### src/rtl/fetch_queue.sv
// fetch_queue: first-word-fall-through circular queue of {pcplus4, instr} entries between fetch and decode.
module fetch_queue #(
  parameter int WORD_W = 32,
  parameter int DEPTH  = 4
) (
  input  logic                       CLK,
  input  logic                       RST,
  input  logic [WORD_W-1:0]          pcplus4_in,
  input  logic [WORD_W-1:0]          instr_in,
  input  logic                       in_valid,
  output logic                       in_ready,
  output logic [WORD_W-1:0]          pcplus4_out,
  output logic [WORD_W-1:0]          instr_out,
  output logic                       out_valid,
  input  logic                       out_ready,
  input  logic                       flush,
  output logic [$clog2(DEPTH):0]     count
);
  localparam int AW = $clog2(DEPTH);
  localparam int CW = AW + 1;
  localparam logic [CW-1:0] FULL = CW'(DEPTH);
  logic [AW-1:0] wr_ptr_q, wr_ptr_d, rd_ptr_q, rd_ptr_d;
  logic [CW-1:0] count_q, count_d;
  logic [2*WORD_W-1:0] mem_q [DEPTH];
  logic [2*WORD_W-1:0] mem_d [DEPTH];
  logic [2*WORD_W-1:0] head;
  logic push, pop;
  assign in_ready    = count_q < FULL;
  assign out_valid   = count_q != '0;
  assign count       = count_q;
  assign head        = mem_q[rd_ptr_q];
  assign pcplus4_out = out_valid ? head[2*WORD_W-1:WORD_W] : '0;
  assign instr_out   = out_valid ? head[WORD_W-1:0] : '0;
  always_comb begin
    push = in_valid && in_ready && !flush;
    pop  = out_valid && out_ready && !flush;
    mem_d = mem_q;
    if (push) mem_d[wr_ptr_q] = {pcplus4_in, instr_in};
    wr_ptr_d = flush ? '0 : push ? wr_ptr_q + AW'(1) : wr_ptr_q;
    rd_ptr_d = flush ? '0 : pop ? rd_ptr_q + AW'(1) : rd_ptr_q;
    count_d  = flush ? '0 :
               (push && !pop) ? count_q + CW'(1) :
               (pop && !push) ? count_q - CW'(1) : count_q;
  end
  always_ff @(posedge CLK) begin
    if (RST) begin
      wr_ptr_q <= '0;
      rd_ptr_q <= '0;
      count_q  <= '0;
      mem_q    <= '{default: '0};
    end else begin
      wr_ptr_q <= wr_ptr_d;
      rd_ptr_q <= rd_ptr_d;
      count_q  <= count_d;
      mem_q    <= mem_d;
    end
  end
endmodule

### config.mk
export PLATFORM = sky130hd
export DESIGN_NAME = fetch_queue
export DESIGN_NICKNAME = d
export VERILOG_FILES = /design/src/rtl/fetch_queue.sv
export SDC_FILE = /design/constraint.sdc
export NUM_CORES = 1
export LEC_CHECK = 0
export ABC_CLOCK_PERIOD_IN_PS = 2190
export CORE_ASPECT_RATIO = 1.5
export CORE_MARGIN = 2
export CORE_UTILIZATION = 50
export DETAILED_ROUTE_END_ITERATION = 16
export PLACE_DENSITY_LB_ADDON = 0.15
export RECOVER_POWER = 25
export SLEW_MARGIN = 20
export SYNTH_ARGS = -nofsm -noshare
export SYNTH_HDL_FRONTEND = slang
export SYNTH_SLANG_ARGS = --single-unit
### constraint.sdc
create_clock -name CLK -period 2.19 [get_ports CLK]
set_clock_uncertainty 0.05 [all_clocks]
set_input_delay 0.438 -clock CLK [delete_from_list [all_inputs] [get_ports CLK]]
set_output_delay 0.438 -clock CLK [all_outputs]
set_load 0.02 [all_outputs]
Word-level counts from Yosys, hierarchy flattened
Cells that the tools add are included.
{"block": "word_totals", "register_bits": 263, "latch_bits": 0, "ram_bits": 0, "romBits": 0, "out_inout_bits": 69, "elab_cells": 40, "mem_count": 0}
{"block": "classes", "add_sub_neg": 4, "mul": 0, "div_mod_pow": 0, "order_cmp": 4, "eq_ne": 0, "n_shift": 0, "mux": 10, "bitwise_logic": 2, "n_reduce_logical": 13}
{"operator": "bitwise mux 256 bit", "n": 1}
{"operator": "2-to-1 mux 64 bit", "n": 3}
{"operator": "binary-select mux 64 bit (select 2 bit)", "n": 1}
{"operator": "demux 64 bit (select 2 bit)", "n": 1}
{"operator": "2-to-1 mux 32 bit", "n": 2}
{"operator": "logical AND 1 bit", "n": 7}
{"operator": "greater-or-equal comparator 3 bit, second input constant", "n": 2}
{"operator": "2-to-1 mux 3 bit", "n": 2}
{"operator": "NOT 2 -> 3 bit", "n": 2}
{"operator": "adder 2 x 1 -> 2 bit, second input constant", "n": 2}
{"operator": "adder 3 x 1 -> 3 bit, second input constant", "n": 1}
{"operator": "zero test 1 bit", "n": 3}
{"operator": "less-than comparator 3 x 1 -> 1 bit, second input constant", "n": 1}
{"operator": "less-than comparator 3 bit, second input constant", "n": 1}
{"operator": "nonzero test 3 bit", "n": 1}
{"operator": "subtractor 3 x 1 -> 3 bit, second input constant", "n": 1}
{"operator": "nonzero test 2 bit", "n": 1}
{"operator": "OR reduction 2 bit", "n": 1}

Longest topological paths before layout
Gate-level depths: netlist (run 1).
{"block": "depth", "word_depth": 7, "mapped_depth": 9, "depth_no_buf": 8}

Worst setup path before layout (run 1)
OpenSTA, ideal clock, no wires.
{"block": "synth_timing", "path_type": "register to register", "startpoint": "register count_q[2] (netlist: count[2])", "endpoint": "register count_q[2] (netlist: count[2])", "setup_ns": 0.070, "arrival_time_ns": 2.193, "slack_ns": -0.123, "path_stages_with_launch": 10, "synth_period_minus_slack_ns": 2.313, "path_cell_list": "dfxtp_1 buf_2 o31ai_1 or2_2 ha_1 inv_1 fa_1 xor2_1 or3_1 a21oi_1"}
{"block": "synth_between", "elab_chain_cells": 6, "elab_cells_between_ends": 15, "cone_classes": "2 x add/sub; 1 x order compare; 2 x mux; 10 x reduce/logical"}
{"item": "start, declared", "line_no": "23", "source": "logic [CW-1:0] count_q, count_d;"}
{"item": "start signal, assigned", "line_no": "54", "source": "count_q <= count_d;"}
{"item": "less-than comparator 3 bit or nonzero test 3 bit (tied branches)", "line_no": "28, 29"}
{"item": "logical AND 1 bit (on tied branches) (2 in series)", "line_no": "35, 36"}
{"item": "zero test 1 bit (on tied branches)", "line_no": "43, 42"}
{"item": "logical AND 1 bit (on tied branches)", "line_no": "43, 42"}
{"item": "nonzero test 2 bit (no source line) or 2-to-1 mux 3 bit (tied branches)"}
Parallel ways exist; a longest one is shown, timed or not. The select of a mux whose other input is x is not followed.
A chain may end at the register's enable or synchronous reset.

Worst setup path after layout (run 1)
{"block": "layout_timing", "startpoint": "register rd_ptr_q[1]", "endpoint": "output instr_out[23]"}
{"block": "layout_between", "elab_chain_cells": 5}
{"item": "start, declared", "line_no": "22", "source": "logic [AW-1:0] wr_ptr_q, wr_ptr_d, rd_ptr_q, rd_ptr_d;"}
{"item": "start signal, assigned", "line_no": "53", "source": "rd_ptr_q <= rd_ptr_d;"}
{"item": "NOT 2 -> 3 bit (implied by the code)", "line_no": "31", "source": "assign head = mem_q[rd_ptr_q];"}
{"item": "binary-select mux 64 bit (select 2 bit)", "line_no": "31"}
{"item": "2-to-1 mux 64 bit (implied by the code) (2 in series)", "line_no": "31"}
{"item": "2-to-1 mux 32 bit", "line_no": "33", "source": "assign instr_out = out_valid ? head[WORD_W-1:0] : '0;"}
{"item": "end, declared", "line_no": "13", "source": "output logic [WORD_W-1:0] instr_out,"}
Every way passes these cells. The select of a mux whose other input is x is not followed.

==> metrics.cfg, run 1 <==
[outcome]
status=complete, but fails checks
violations=setup timing

[placed_design]
io_buffer_count=137
dp_hpwl_um=18100
postPlaceCellArea_um2=13200
dp_slack_ns=-0.315
gp_congestion=0.776

[worst_setup_path]
cpMaxStageDelayCell=mux4_2
reg2reg_setup_slack_ns=-0.16
path_buf_inv=3
cp.required_ns=1.70
critPathKind=flop to output pin
cp_slowest_stage_delay_ns=0.50
path_max_fanout=8
arrival_ns=2.03
cp-start-kind=flop
cpMostUsedCell=buf_12
worstPathCellList=buf_12 > buf_12 > mux4_2 > and2_4 > buf_6
cp_top_family=multiplexers
end_kind=output pin

[pwr]
pwr-share-seq=0.464
switching_share=0.231
comb_power_share=0.097
power_frac_clock=0.440
peakVddDrop_v=0.000629
switching_power_w=0.00244
leakage_nw=5.12
power_density_nw_per_um2=730
power_report.internal_total_w=0.00813

[drt]
dr.pass1.iters=5
wl_per_cell_um=18.4
drtIter0Drc=667
ant_nets=0
drc=0
routed_wl_um=31900
vias=9609
vias_per_cell=5.54

[global_routing]
grt_overflow=0
grt_antenna_before_repair=0
grt_max_degree=65
grt_pass1_wl_um=50200
grt_use_total=0.261
grt_pass1_vias=9433

[synth]
syn_area_um2=11400
ys_ff_latch=263
synth_cell_type_count=25
synthCells=1308
ys_warn_count=0
syn_area_per_cell_um2=8.70
synth_nets=1383
ys_seq_area_frac=0.463

[sta]
finalHoldViolCount=0
slew_viol_final=0
finalWorstSetupSlack_ns=-0.327
maxSlewHeadroom=0.528
setup_viol=66
fmax_mhz=397
min_period_ns=2.52
fin_crit_sh=1.15
max_slew.worst_pin.slew_ns=0.708
rsz0062_at_grt=yes

[layout]
layout.cells.most_common=nand2_1
mostFrequentLayoutCells=nand2_1, dfxtp_1, a21oi_1
fillerInstances=1854
final_area_um2=14500
area_delta_synth_final_pct=27.2
diodes=0
nets=1515
final_layout_size_suffix_gt1_frac=0.207

[clock_network]
cts_buffers=26
cts_tree=done
clk-insertion-delay-late_ns=0.53
cts_buffer_depth=3
cts.htree.levels=1
cts_num_sinks=263
cts_root_buffer=clkbuf_16
path_clk_slew_ns=0.06

[die]
die_h_um=189
die-area_um2=24000
ios=138
fp-row-count=67
coreArea_um2=22400
initial_utilization=0.508
fp.dieW_um=127

[flow_run]
maxCapViolCount=0

[worst_hold_path]
hold_path_class=input port to flop

-- area by class of cell --
type / instances / area, um^2 / area share
inverters: 4 / 15.0 / 0.00104
multi-input cells: 932 / 5560 / 0.384
repair buffers: 213 / 2400 / 0.166
clock inverters: 9 / 123 / 0.00847
clock buffers: 38 / 767 / 0.0530
well taps: 276 / 345 / 0.0239
flip-flops and latches: 263 / 5270 / 0.364
-- flip-flops by register name, indices dropped and copies added, names as in the netlist --
signal    flops
mem_q       256
count         3
rd_ptr_q      2
wr_ptr_q      2
-- routing by layer --
metal / routed length [um] / share of wire / vias to the layer above / GRT usage
met5: 0 / 0 / - / 0
met4: 668 / 0.021 / 0 / 0.0790
met3: 1650 / 0.052 / 46 / 0.0352
met2: 16700 / 0.52 / 281 / 0.468
met1: 12900 / 0.40 / 4675 / 0.323
li1: - / - / 4607 / -
-- power groups by stage --
stage               Combinational (W)  Clock [W]  Sequential [W]
finish                        0.00102    0.00464         0.00490
global route                  0.00109    0.00490         0.00490
CTS                          0.000996    0.00470         0.00489
detailed placement           0.000856          0         0.00500
global placement             0.000850          0         0.00500
floorplan                    0.000428          0         0.00500
-- through the flow --
stage	instances	TNS [ns]	util	total power (W)	hold slack, ns
floorplan	1308	0	-	0.00543	0.383
global placement	1667	-8.02	0.590	0.00585	0.388
detailed placement	1667	-8.97	0.590	0.00586	0.393
CTS	1734	-19.58	0.644	0.0106	0.307
global route	1735	-21.05	0.647	0.0109	0.332
finish	1735	-17.07	0.647	0.0106	0.307
-- repair_timing --
item                                    CTS  global route
hold buffers                              0             0
setup buffers                            13             4
gates resized for setup                 368            57
gates cloned                              7             3
endpoints found under the setup margin   69            68
pin swaps                                 7            15
-- cell usage after synthesis --
cell type  instances  area (um^2)
nor3b_2            1         12.5
inv_1              4         15.0
xor2_1             4         35.0
nand2_1          512         1920
o31ai_1            1         7.51
fa_1               1         20.0
o311ai_0           1         8.76
mux2i_1            2         20.0
or3_1              2         12.5
nand4bb_1          4         45.0
ha_1               5         62.6
and2_1            64          400
mux4_2            64         1440
nor2_1             6         22.5
buf_4              6         45.0
buf_6             25          282
or2_2              2         12.5
xnor2_1            1         8.76
clkbuf_1          43          161
buf_12             4         80.1
a21oi_1          257         1290
dfxtp_1          263         5270
and4bb_1           4         50.1
o21ai_0            1         5.00
buf_2             31          155
-- cells by family (layout without fill, tap and decap cells) --
family	after synthesis	after routing	synth area share
AO/OA/AOI/OAI	260	260	0.115
XOR/XNOR	5	5	0.00385
adder cells (fa/ha/maj)	6	6	0.00726
buffers and inverters	113	264	0.0649
flip-flops	263	263	0.463
multiplexers	66	66	0.128
AND/OR/NAND/NOR	595	595	0.218
-- path summary, 6_finish.rpt --
path | from | to | cells after the start
worst max-delay path | rd_ptr_q[1] | instr_out[23] | 5
worst min-delay path | RST | mem_q[162] | 2
worst max register to register | count[2] | count[2] | 9
worst min register to register | mem_q[72] | mem_q[72] | 2
Power figures use the tool's default switching activity.
==> inputs of run 2 (changes only) <==
--- a/config.mk
+++ b/config.mk
@@ -10,6 +10,7 @@
 export CORE_MARGIN = 2
 export CORE_UTILIZATION = 50
 export DETAILED_ROUTE_END_ITERATION = 16
+export HOLD_SLACK_MARGIN = 0.03
 export PLACE_DENSITY_LB_ADDON = 0.15
 export RECOVER_POWER = 25
 export SLEW_MARGIN = 20
==> results of run 2 <==
Same layout as run 1: the final DEF is identical, and so are final timing and power.
==> inputs of run 3 (changes only) <==
--- a/config.mk
+++ b/config.mk
@@ -6,7 +6,7 @@
 export NUM_CORES = 1
 export LEC_CHECK = 0
 export ABC_CLOCK_PERIOD_IN_PS = 2190
-export CORE_ASPECT_RATIO = 1.5
+export CORE_ASPECT_RATIO = 1.75
 export CORE_MARGIN = 2
 export CORE_UTILIZATION = 50
 export DETAILED_ROUTE_END_ITERATION = 16
==> metrics.cfg, run 3 (synthesis gave the netlist of run 1 again) <==
[worst_setup_path]
end_kind=output pin
arrival_ns=2.02
startpoint=rd_ptr_q[1]
cp.required_ns=1.70
critPathKind=flop to output pin
cp-start-kind=flop
path_max_fanout=7
r2r_start=count[2]
reg2reg_setup_slack_ns=-0.23

[clock_network]
clk-insertion-delay-late_ns=0.53
cts_tree=done
cts_root_buffer=clkbuf_16
cts_buffers=25
cts.htree.levels=1
holdBufCountCts=0
cts_buffer_depth=3
path_clk_slew_ns=0.07
cts_num_sinks=263

[placed_design]
gp_congestion=0.763
dp_slack_ns=-0.296
dp.cells=1687
io_buffer_count=137
dp_hpwl_um=17700

[drt]
ant_nets=0
drc=0
dr.pass1.iters=8
routed_wl_um=32000
vias=9647
wl_per_cell_um=18.2
drtIter0Drc=774
vias_per_cell=5.48

[sta]
fin_crit_sh=1.15
setup_viol=65
finalWorstSetupSlack_ns=-0.323
maxSlewHeadroom=0.366
min_period_ns=2.51
rsz0062_at_grt=yes
finalHoldViolCount=0
slew_viol_final=0
max_slew.worst_pin.slew_ns=0.951
fmax_mhz=398

[global_routing]
grt_use_total=0.264
grt_max_degree=63
grt_pass1_vias=9429
grt_pass1_wl_um=50700
grt_antenna_before_repair=0
grt_overflow=0

[pwr]
leakage_nw=5.16
power_density_nw_per_um2=711
total_power_w=0.0105
peakVddDrop_v=0.000588

[layout]
area_delta_synth_final_pct=29.8
largest_reg_flops=256
layout.cells.most_common=nand2_1
final_layout_size_suffix_gt1_frac=0.226
nets=1516
layout.cells.non_filler=1760
diodes=0
multi_input_area_um2=5630
mostFrequentLayoutCells=nand2_1, dfxtp_1, a21oi_1
register_area_um2=5270
fillerInstances=1914
regMostFlops=mem_q

[worst_hold_path]
min_from=RST
hold_path_class=input port to flop

[die]
die_h_um=204
initial_utilization=0.504
coreArea_um2=22600
fp-row-count=73
ios=138
fp.dieW_um=118
die-area_um2=24000

[flow_run]
maxCapViolCount=0

[outcome]
status=complete, but fails checks
violations=setup timing

==> run 3: critical path, cell delays in order (launching register included) <==
cell and delay, ns:
dfxtp_4 0.39, buf_12 0.15, buf_12 0.15, mux4_2 0.50
and2_4 0.18, buf_6 0.12
==> run 3: layout make-up <==
cell class,count,share of cell area
inverters,4,0.00102
clock buffers,30,0.0464
repair buffers,215,0.176
clock inverters,16,0.0131
flip-flops and latches,263,0.357
well taps,300,0.0254
multi-input cells,932,0.381
==> run 3: path summary, 6_finish.rpt <==
check | endpoint | cells after the start
min | mem_q[170] | 2
max reg2reg | count[2] | 10
max | instr_out[22] | 5
min reg2reg | mem_q[148] | 2
==> run 3: power breakdown <==
group / internal (W) / total (W) / switching (W)
clock network: 0.00271 / 0.00461 / 0.00189
logic: 0.000474 / 0.000999 / 0.000525
registers: 0.00486 / 0.00489 / 0.0000373
total: 0.00804 / 0.0105 / 0.00246
==> run 3: through the flow <==
step	instance area (um^2)	utilization	TNS (ns)	hold WS (ns)
finish	14800	0.654	-17.06	0.312
global route	14800	0.654	-20.25	0.315
CTS	14800	0.655	-18.00	0.302
detailed placement	13200	0.585	-8.06	0.395
global placement	13200	0.585	-7.79	0.388
floorplan	11400	-	0	0.383
==> run 3: what timing repair did <==
item / CTS / global route
endpoints found under the hold margin: 0 / 0
resized for setup: 474 / 23
endpoints found under the setup margin: 69 / 67
pin swaps: 48 / 8
gates cloned: 6 / 1
setup buffers: 19 / 6
==> run 3: per-layer routing <==
| metal | wire, um | global-route usage | vias to the layer above |
|---|---|---|---|
| met1 | 12200 | 0.318 | 4625 |
| met5 | 0 | 0 | - |
| met2 | 16900 | 0.479 | 362 |
| li1 | - | - | 4610 |
| met3 | 2140 | 0.0375 | 50 |
| met4 | 757 | 0.0908 | 0 |
